--- config.mk ---
export PLATFORM = sky130hd
export DESIGN_NAME = ptw_nlevel
export DESIGN_NICKNAME = d
export VERILOG_FILES = /design/src/rtl/ptw_pkg.sv /design/src/rtl/ptw_pte_check.sv /design/src/rtl/ptw_nlevel.sv
export SDC_FILE = /design/constraint.sdc
export NUM_CORES = 1
export LEC_CHECK = 0
export BUFFER_PORTS_ARGS = -buffer_cell sky130_fd_sc_hd__buf_2
export CORE_ASPECT_RATIO = 0.6
export CORE_MARGIN = 2
export CORE_UTILIZATION = 50
export CTS_CLUSTER_SIZE = 25
export DETAILED_ROUTE_END_ITERATION = 10
export GPL_ROUTABILITY_DRIVEN = 0
export PLACE_DENSITY = 0.8
export SETUP_SLACK_MARGIN = 0.3
export SLEW_MARGIN = 20
export SYNTH_ARGS = -nofsm -noshare
export SYNTH_HDL_FRONTEND = slang
export SYNTH_SLANG_ARGS = --single-unit
export TNS_END_PERCENT = 50
--- constraint.sdc ---
create_clock -name clk -period 3.01 [get_ports clk]
set_input_delay 0.301 -clock clk [delete_from_list [all_inputs] [get_ports clk]]
set_output_delay 0.301 -clock clk [all_outputs]
set_load 0.005 [all_outputs]
--- src/rtl/ptw_pkg.sv ---
`default_nettype none
// ============================================================================
//  Module      : ptw_pkg
//  Description : Shared types and constants for the N-level page-table walker:
//                walker state encoding, fault codes and PTE bit positions.
//  Revision    : 1.0 - initial release
// ============================================================================
package ptw_pkg;

    // Walker states
    typedef enum logic [1:0] {
        IDLE  = 2'd0,
        MREQ  = 2'd1,
        MWAIT = 2'd2,
        RESP  = 2'd3
    } ptw_state_t;

    // Fault codes reported with the response
    localparam logic [1:0] c_fault_none   = 2'b00;
    localparam logic [1:0] c_fault_page   = 2'b01;
    localparam logic [1:0] c_fault_access = 2'b10;

    // PTE bit positions
    localparam int c_pte_v      = 0;
    localparam int c_pte_r      = 1;
    localparam int c_pte_w      = 2;
    localparam int c_pte_x      = 3;
    localparam int c_pte_ppn_lo = 10;
    localparam int c_pte_ppn_hi = 31;

endpackage : ptw_pkg
`default_nettype wire

--- src/rtl/ptw_pte_check.sv ---
`default_nettype none
// ============================================================================
//  Module      : ptw_pte_check
//  Description : Combinational classification of one PTE at a given level:
//                page fault, valid leaf, or pointer to the next level.
//  Revision    : 1.0 - initial release
// ============================================================================
module ptw_pte_check
    import ptw_pkg::*;
#(
    parameter int VPN_W = 10
) (
    input  logic [31:0] i_pte,
    input  logic [1:0]  i_lvl,
    output logic        o_page_fault,
    output logic        o_leaf,
    output logic        o_descend
);

    logic        w_v;
    logic        w_r;
    logic        w_w;
    logic        w_x;
    logic        w_is_leaf;
    logic [21:0] w_ppn;
    logic [31:0] w_nbits;
    logic [21:0] w_mask;
    logic        w_misaligned;
    logic        w_unused_bits;

    assign w_v       = i_pte[c_pte_v];
    assign w_r       = i_pte[c_pte_r];
    assign w_w       = i_pte[c_pte_w];
    assign w_x       = i_pte[c_pte_x];
    assign w_is_leaf = w_r | w_x;
    assign w_ppn     = i_pte[c_pte_ppn_hi:c_pte_ppn_lo];

    // Software/accessed/dirty bits play no part in the walk decision
    assign w_unused_bits = ^i_pte[9:4];

    // A superpage leaf must have its low lvl*VPN_W PPN bits clear
    assign w_nbits      = 32'(i_lvl) * 32'(VPN_W);
    assign w_mask       = (w_nbits >= 32'd22) ? {22{1'b1}} : ~({22{1'b1}} << w_nbits);
    assign w_misaligned = w_is_leaf && (i_lvl != 2'd0) && (|(w_ppn & w_mask));

    assign o_page_fault = ~w_v
                        | (w_w & ~w_r)
                        | w_misaligned
                        | (~w_is_leaf & (i_lvl == 2'd0));
    assign o_leaf       = ~o_page_fault & w_is_leaf;
    assign o_descend    = ~o_page_fault & ~w_is_leaf;

endmodule : ptw_pte_check
`default_nettype wire

--- src/rtl/ptw_nlevel.sv ---
`default_nettype none
// ============================================================================
//  Module      : ptw_nlevel
//  Description : Single-outstanding N-level page-table walker. Reads one PTE
//                per level over a valid/ready memory port and returns the leaf
//                PTE or a fault code. All outputs are registered.
//  Revision    : 1.0 - initial release
// ============================================================================
module ptw_nlevel
    import ptw_pkg::*;
#(
    parameter  int LEVELS = 2,
    parameter  int VPN_W  = 10,
    parameter  int PA_W   = 32,
    localparam int VA_W   = 12 + LEVELS * VPN_W
) (
    input  logic            clk,
    input  logic            rst,
    input  logic [21:0]     satp_ppn_i,
    input  logic            ptw_req_valid_i,
    output logic            ptw_req_ready_o,
    input  logic [VA_W-1:0] ptw_vaddr_i,
    output logic            ptw_resp_valid_o,
    input  logic            ptw_resp_ready_i,
    output logic [31:0]     ptw_pte_o,
    output logic [1:0]      ptw_level_o,
    output logic [1:0]      ptw_fault_o,
    output logic            mem_req_valid_o,
    input  logic            mem_req_ready_i,
    output logic [PA_W-1:0] mem_addr_o,
    input  logic            mem_resp_valid_i,
    output logic            mem_resp_ready_o,
    input  logic [31:0]     mem_data_i,
    input  logic            mem_resp_err_i
);

    ptw_state_t      r_state,   w_state_nxt;
    logic [VA_W-1:0] r_vaddr,   w_vaddr_nxt;
    logic [1:0]      r_lvl,     w_lvl_nxt;

    logic            w_req_ready_nxt;
    logic            w_resp_valid_nxt;
    logic [31:0]     w_pte_nxt;
    logic [1:0]      w_level_nxt;
    logic [1:0]      w_fault_nxt;
    logic            w_mreq_valid_nxt;
    logic [PA_W-1:0] w_maddr_nxt;
    logic            w_mresp_ready_nxt;

    logic            w_page_fault;
    logic            w_leaf;
    logic            w_descend;
    logic [PA_W-1:0] w_root_base;
    logic [PA_W-1:0] w_next_base;

    // PTE address for one level: base + vpn[lvl]*4, truncated to PA_W
    function automatic logic [PA_W-1:0] f_pte_addr(
        input logic [PA_W-1:0] base,
        input logic [VA_W-1:0] va,
        input logic [1:0]      lvl
    );
        logic [VA_W-1:0]  sh;
        logic [VPN_W-1:0] vpn;
        sh  = va >> (12 + int'(lvl) * VPN_W);
        vpn = sh[VPN_W-1:0];
        return base + PA_W'({vpn, 2'b00});
    endfunction

    assign w_root_base = PA_W'({satp_ppn_i, 12'h000});
    assign w_next_base = PA_W'({mem_data_i[c_pte_ppn_hi:c_pte_ppn_lo], 12'h000});

    ptw_pte_check #(
        .VPN_W        (VPN_W)
    ) u_pte_check (
        .i_pte        (mem_data_i),
        .i_lvl        (r_lvl),
        .o_page_fault (w_page_fault),
        .o_leaf       (w_leaf),
        .o_descend    (w_descend)
    );

    // Next-state and next-output computation; every output is re-registered
    always_comb begin
        w_state_nxt       = r_state;
        w_vaddr_nxt       = r_vaddr;
        w_lvl_nxt         = r_lvl;
        w_req_ready_nxt   = ptw_req_ready_o;
        w_resp_valid_nxt  = ptw_resp_valid_o;
        w_pte_nxt         = ptw_pte_o;
        w_level_nxt       = ptw_level_o;
        w_fault_nxt       = ptw_fault_o;
        w_mreq_valid_nxt  = mem_req_valid_o;
        w_maddr_nxt       = mem_addr_o;
        w_mresp_ready_nxt = mem_resp_ready_o;

        case (r_state)
            IDLE: begin
                if (ptw_req_valid_i && ptw_req_ready_o) begin
                    w_vaddr_nxt      = ptw_vaddr_i;
                    w_lvl_nxt        = 2'(LEVELS - 1);
                    w_req_ready_nxt  = 1'b0;
                    w_mreq_valid_nxt = 1'b1;
                    w_maddr_nxt      = f_pte_addr(w_root_base, ptw_vaddr_i, 2'(LEVELS - 1));
                    w_state_nxt      = MREQ;
                end
            end
            MREQ: begin
                if (mem_req_ready_i) begin
                    w_mreq_valid_nxt  = 1'b0;
                    w_mresp_ready_nxt = 1'b1;
                    w_state_nxt       = MWAIT;
                end
            end
            MWAIT: begin
                if (mem_resp_valid_i && mem_resp_ready_o) begin
                    w_mresp_ready_nxt = 1'b0;
                    if (!mem_resp_err_i && w_descend) begin
                        w_lvl_nxt        = r_lvl - 2'd1;
                        w_mreq_valid_nxt = 1'b1;
                        w_maddr_nxt      = f_pte_addr(w_next_base, r_vaddr, r_lvl - 2'd1);
                        w_state_nxt      = MREQ;
                    end else begin
                        w_resp_valid_nxt = 1'b1;
                        w_level_nxt      = r_lvl;
                        w_state_nxt      = RESP;
                        if (mem_resp_err_i) begin
                            w_pte_nxt   = 32'h0;
                            w_fault_nxt = c_fault_access;
                        end else if (w_page_fault) begin
                            w_pte_nxt   = 32'h0;
                            w_fault_nxt = c_fault_page;
                        end else begin
                            w_pte_nxt   = mem_data_i;
                            w_fault_nxt = c_fault_none;
                        end
                    end
                end
            end
            RESP: begin
                if (ptw_resp_ready_i) begin
                    w_resp_valid_nxt = 1'b0;
                    w_req_ready_nxt  = 1'b1;
                    w_state_nxt      = IDLE;
                end
            end
            default: begin
                w_state_nxt     = IDLE;
                w_req_ready_nxt = 1'b1;
            end
        endcase

        // w_leaf is implied by !fault && !descend; kept for readability
        if (w_leaf && w_descend) begin
            w_state_nxt = r_state;
        end
    end

    // State, walk context and registered outputs
    always_ff @(posedge clk) begin
        if (rst) begin
            r_state          <= IDLE;
            r_vaddr          <= '0;
            r_lvl            <= '0;
            ptw_req_ready_o  <= 1'b1;
            ptw_resp_valid_o <= 1'b0;
            ptw_pte_o        <= '0;
            ptw_level_o      <= '0;
            ptw_fault_o      <= '0;
            mem_req_valid_o  <= 1'b0;
            mem_addr_o       <= '0;
            mem_resp_ready_o <= 1'b0;
        end else begin
            r_state          <= w_state_nxt;
            r_vaddr          <= w_vaddr_nxt;
            r_lvl            <= w_lvl_nxt;
            ptw_req_ready_o  <= w_req_ready_nxt;
            ptw_resp_valid_o <= w_resp_valid_nxt;
            ptw_pte_o        <= w_pte_nxt;
            ptw_level_o      <= w_level_nxt;
            ptw_fault_o      <= w_fault_nxt;
            mem_req_valid_o  <= w_mreq_valid_nxt;
            mem_addr_o       <= w_maddr_nxt;
            mem_resp_ready_o <= w_mresp_ready_nxt;
        end
    end

endmodule : ptw_nlevel
`default_nettype wire
# [Word-level counts from Yosys, hierarchy flattened]
# Index checks and enable logic that the tools add are counted.
[word_totals] reg_bits=108 elab_cells=102 out_inout_bits=72 inputBits=93
[classes] muxes=33 add_sub_neg=4 order_cmp=1 n_bitwise=16 multipliers=2 reduce_logical=24 n_shift=2 eq_ne=9
[op_table] operator="$mux W32" n=5
[op_table] operator="$add A32 B12 Y32" n=2
[op_table] operator="$pmux W32 S2" n=1
[op_table] operator="$shr A32 B7 Y10" n=1
[op_table] operator="$and A22 B22 Y22" n=1
[op_table] operator="$mux W22" n=1
[op_table] operator="$not A22 Y22" n=1
[op_table] operator="$reduce_or A22 Y1" n=1
[op_table] operator="$shl A22 B6 Y22 const A" n=1
[op_table] operator="$mux W2" n=8
[op_table] operator="$mux W1" n=12
[op_table] operator="$ne A2 B2 Y1 const B" n=6
[op_table] operator="$mul A2 B3 Y5 const B" n=2
[op_table] operator="$reduce_and A5 Y1" n=2
[op_table] operator="$reduce_bool A2 Y1" n=5
[op_table] operator="$reduce_and A3 Y1" n=3
[op_table] operator="$pmux W2 S4" n=1
[op_table] operator="$reduce_and A4 Y1" n=2
[op_table] operator="$add A4 B6 Y7 const A" n=1
[op_table] operator="$ge A6 B5 Y1 const B" n=1
[op_table] operator="$logic_and A1 B1 Y1" n=6
[op_table] operator="$not A1 Y1" n=6
[op_table] operator="$pmux W1 S2" n=3
[op_table] operator="$and A1 B1 Y1" n=4
[op_table] operator="other kinds (10)" n=15

# [Logic depth before layout (Yosys ltp)]
[depth] word_depth=15 depth_mapped=9 ltp_nobuf=6

# [By module]
# From an unflattened synthesis, not the netlist that was laid out.
[unflattened] cells_unflattened=471 area_unflattened_um2=4113.9
[modules_own_cells] module="ptw_nlevel" cells_per_inst=453 instances=1 area_each_um2=3996.3 seq_area_each_um2=1881.8
[modules_own_cells] module="ptw_pte_check" cells_per_inst=18 instances=1 area_each_um2=117.6 seq_area_each_um2=0.0

# [Worst setup path after synthesis]
# OpenSTA, ideal clock, no wires.
[synth_timing] path_type="register to register" start="register r_lvl[0]" end="register mem_addr_o[16]" arrival_ns=2.404 setup_slack_ns=0.485 period_less_slack_ns=2.525 n_path_buf=2 stages_incl_launch_ff=9 setup_time_ns=0.121 required_ns=2.889 cell_sequence="dfxtp_1 -> buf_1 -> inv_1 -> ha_1 -> nor4b_4 -> a21boi_2 -> or3_4 -> buf_6 -> mux2_4"
[synth_between] elab_chain_len=14
[synth_rtl] element="start: declaration" line_no="ptw_nlevel.sv:39" text="logic [1:0] r_lvl, w_lvl_nxt;"
[synth_rtl] element="start signal: assignment" line_no="ptw_nlevel.sv:175" text="r_lvl <= w_lvl_nxt;"
[synth_rtl] element="parallel branches: the longest is 14 deep, another holds $add A32 B12 Y32"
[synth_rtl] element="end signal: assignment" line_no="ptw_nlevel.sv:182" text="mem_addr_o <= w_maddr_nxt;"
[synth_rtl] element="end: declaration" line_no="ptw_nlevel.sv:30" text="output logic [PA_W-1:0] mem_addr_o,"
# Several ways; the timed one is not identified. The select of a mux whose other input is x is not followed.
# A chain may end at the register's enable or synchronous reset.

# [Final worst setup path]
[layout_timing] start="register r_lvl[1]" end="register mem_addr_o[25]"
# The elaborated chain is that of the path after synthesis.

==> results by group <==
Critical path
  • Cell family with most CP delay: simple AND/OR/NAND/NOR gates
  • Critical path peak fanout: 30
  • CP bufs+invs: 1
  • Worst Path Required: 3.23 ns
  • Largest stage delay, worst path: 0.57 ns
  • Crit path capture type: flip-flop
  • CP startpoint kind: flip-flop
  • Crit path max-delay cell type: or3_4
  • CP arrival: 2.56 ns
  • Crit path cell chain: inv_1, ha_1, nor4b_4, a21boi_2, or3_4, mux2_4
  • Setup CP Type: flip-flop to flip-flop

Global route
  • Largest net degree at the start of global routing: 56
  • Tot GR Track Use: 24.5%
  • Grt total ovfl: 0
  • Global-route wire length before repair: 19,300 um
  • Initial antenna violation count: 0
  • Vias in the first global route: 3,942

Route
  • Antenna-violating nets left: 0
  • Initial DRT Pass Iterations: 6
  • Residual DRC count: 0
  • DRT Wirelength: 11,800 um
  • WL/cell: 16.1 um
  • DR vias/cell: 5.37
  • Via Count: 3,917
  • Initial DRC count: 187

Yosys
  • Post-synth EDFFs: 0
  • Post-synth ARST share: 0%
  • Cell variety after synth: 46
  • Sequential share of the synthesized area: 41.7%
  • Top FF cell, synth: dfxtp_1
  • Yosys warning count: 0
  • Synthesized instance count: 482
  • #FFs+latches synth: 94
  • Netlist Area Pre-Place: 4510 um^2
  • Syn_area_per_cell: 9.36 um^2

CTS
  • Num CTS Buffers: 9
  • Clock Pin Slew Worst Setup and Hold Paths: 0.06 ns
  • Post-CTS Hold Buffers: 0
  • Later-pin clock latency in the skew report: 0.34 ns
  • CTS max path bufs: 2
  • Post-CTS setup repair buffer count: 0
  • CTS tree: yes
  • Gates resized, CTS repair: 0
  • # clock sinks: 94
  • H-tree depth: 3
  • CTS Root Cell: clkbuf_16

Timing
  • Setup Viol. Count Final: 0
  • RSZ-0062 raised after global routing: no
  • Max Slew Vio Count: 0
  • Slew @ Worst Pin: 0.863 ns
  • Setup Skew: 0.00643 ns
  • Setup ws final: 0.676 ns
  • Fmax: 0.429 GHz
  • Clock period minus worst slack: 2.33 ns
  • Worst rel slew slack: 42.5%
  • Setup Total Neg Slack: 0 ns
  • Period utilisation layout: 77.5%
  • Endpoints failing hold: 0

Layout
  • Share of layout cells above drive strength 1: 37.4%
  • Final nets: 709
  • Number of diodes: 0
  • Fillers: 691
  • Area delta synth->final: 24.2%

Floorplanning
  • Row cnt: 26
  • Die height: 77.6 um
  • Die area: 9820 um^2
  • DIE WIDTH: 127 um
  • Core box area: 8620 um^2
  • Starting Density: 52.3%
  • Top Ports: 165

Power and ir drop
  • Power Density: 615 nW/um^2
  • LEAKAGE: 2.65 nW
  • Peak VDD IR: 322 uV

Placed design
  • Dpl hpwl: 8530 um
  • Place WS: 0.688 ns
  • Port Buffer Count: 148

Run status
  • Status: completed

Min path
  • HP Class: input port to flip-flop

Run
  • Maxcap violations: 0
layout by cell type, fill, tap and decap left out, types with 5 or more instances in the layout:
| cell type | n |
|---|---|
| o32ai_2 | 8 |
| dfxtp_1 | 94 |
| clkbuf_16 | 9 |
| nor2_1 | 37 |
| nand2b_1 | 6 |
| o2bb2ai_1 | 15 |
| buf_2 | 148 |
| a22oi_1 | 10 |
| a21oi_1 | 31 |
| mux2i_1 | 22 |
| nor2b_1 | 30 |
| mux2_2 | 30 |
| inv_1 | 36 |
| mux2_4 | 10 |
| buf_4 | 7 |
| nand4_1 | 13 |
| nand2_1 | 51 |
| o32ai_1 | 9 |
| nor4_1 | 5 |
kinds of logic (layout without fill, tap and decap cells):
kind of cell / after synthesis / after routing / share of synthesized area, %
fa+ha+maj: 3 / 3 / 0.832
other cells: 1 / 2 / 0.0831
buf+inv: 73 / 208 / 7.10
simple gates: 156 / 156 / 17.9
mux: 62 / 62 / 15.7
compound gates: 93 / 93 / 16.7
flops: 94 / 94 / 41.7
through the flow:
step           util [%]  total power [mW]  cells  area (um^2)  hold slack (ns)
6_report           65.0              3.44    730         5600            0.198
5_1_grt            65.0              3.62    730         5600            0.203
4_1_cts            65.0              3.48    730         5600            0.187
3_5_place_dp       61.3              2.26    714         5290            0.443
3_3_place_gp       61.3              2.23    714         5290            0.439
2_1_floorplan         -              2.01    483         4510            0.433
worst min-delay path, cell delays in order:
cell	delay, ns
buf_2	0.09
nand2_1	0.05
a21oi_1	0.05
layer usage:
metal  wire length (um)  vias to the layer above  global-route usage [%]
met5                  0                        -                       0
met4                100                        0                    7.14
met3                784                       11                    6.69
met2               5410                      134                    40.1
met1               5490                     1839                    31.8
li1                   -                     1933                       -
cells in the mapped netlist (all sizes together), types with 15 or more instances:
library cell,instances,share of area [%]
buf,16,2.4
inv,36,3.0
dfxtp,94,42
o32ai,17,4.6
mux2i,22,4.9
clkbuf,21,1.7
a21oi,31,3.4
mux2,40,11
nand2,51,4.2
nor2,37,3.1
nor2b,30,4.2
o2bb2ai,15,2.9
layout make-up:
type | instances | area, um^2 | share of cell area (%)
sequential | 94 | 1880 | 33.6
tap | 112 | 140 | 2.50
clock buffer | 12 | 246 | 4.40
multi-input combinational | 316 | 2310 | 41.3
timing repair buffer | 156 | 813 | 14.5
inverter | 36 | 135 | 2.41
clock inverter | 4 | 70.1 | 1.25
power by group:
| group | switching, mW | internal, mW | leakage (nW) |
|---|---|---|---|
| clock network | 0.458 | 0.748 | 0.157 |
| logic | 0.425 | 0.389 | 1.72 |
| registers | 0.0634 | 1.36 | 0.765 |
worst paths after layout:
kind | start | endpoint | slack (ns) | cells past startpoint
max reg2reg | r_lvl[1] | mem_addr_o[25] | 0.68 | 6
min | ptw_vaddr_i[16] | r_vaddr[16] | 0.20 | 3
min reg2reg | r_vaddr[30] | r_vaddr[30] | 0.45 | 2
max | r_lvl[1] | mem_addr_o[25] | 0.68 | 6
sequential cells by signal (all words and copies together) (netlist names):
name,flops
ptw_req_ready_o,1
ptw_level_o,2
mem_resp_ready_o,1
ptw_resp_valid_o,1
r_state,2
r_lvl,2
ptw_fault_o,2
ptw_pte_o,32
mem_addr_o,30
mem_req_valid_o,1
r_vaddr,20
(Power assumes the default switching activity.)
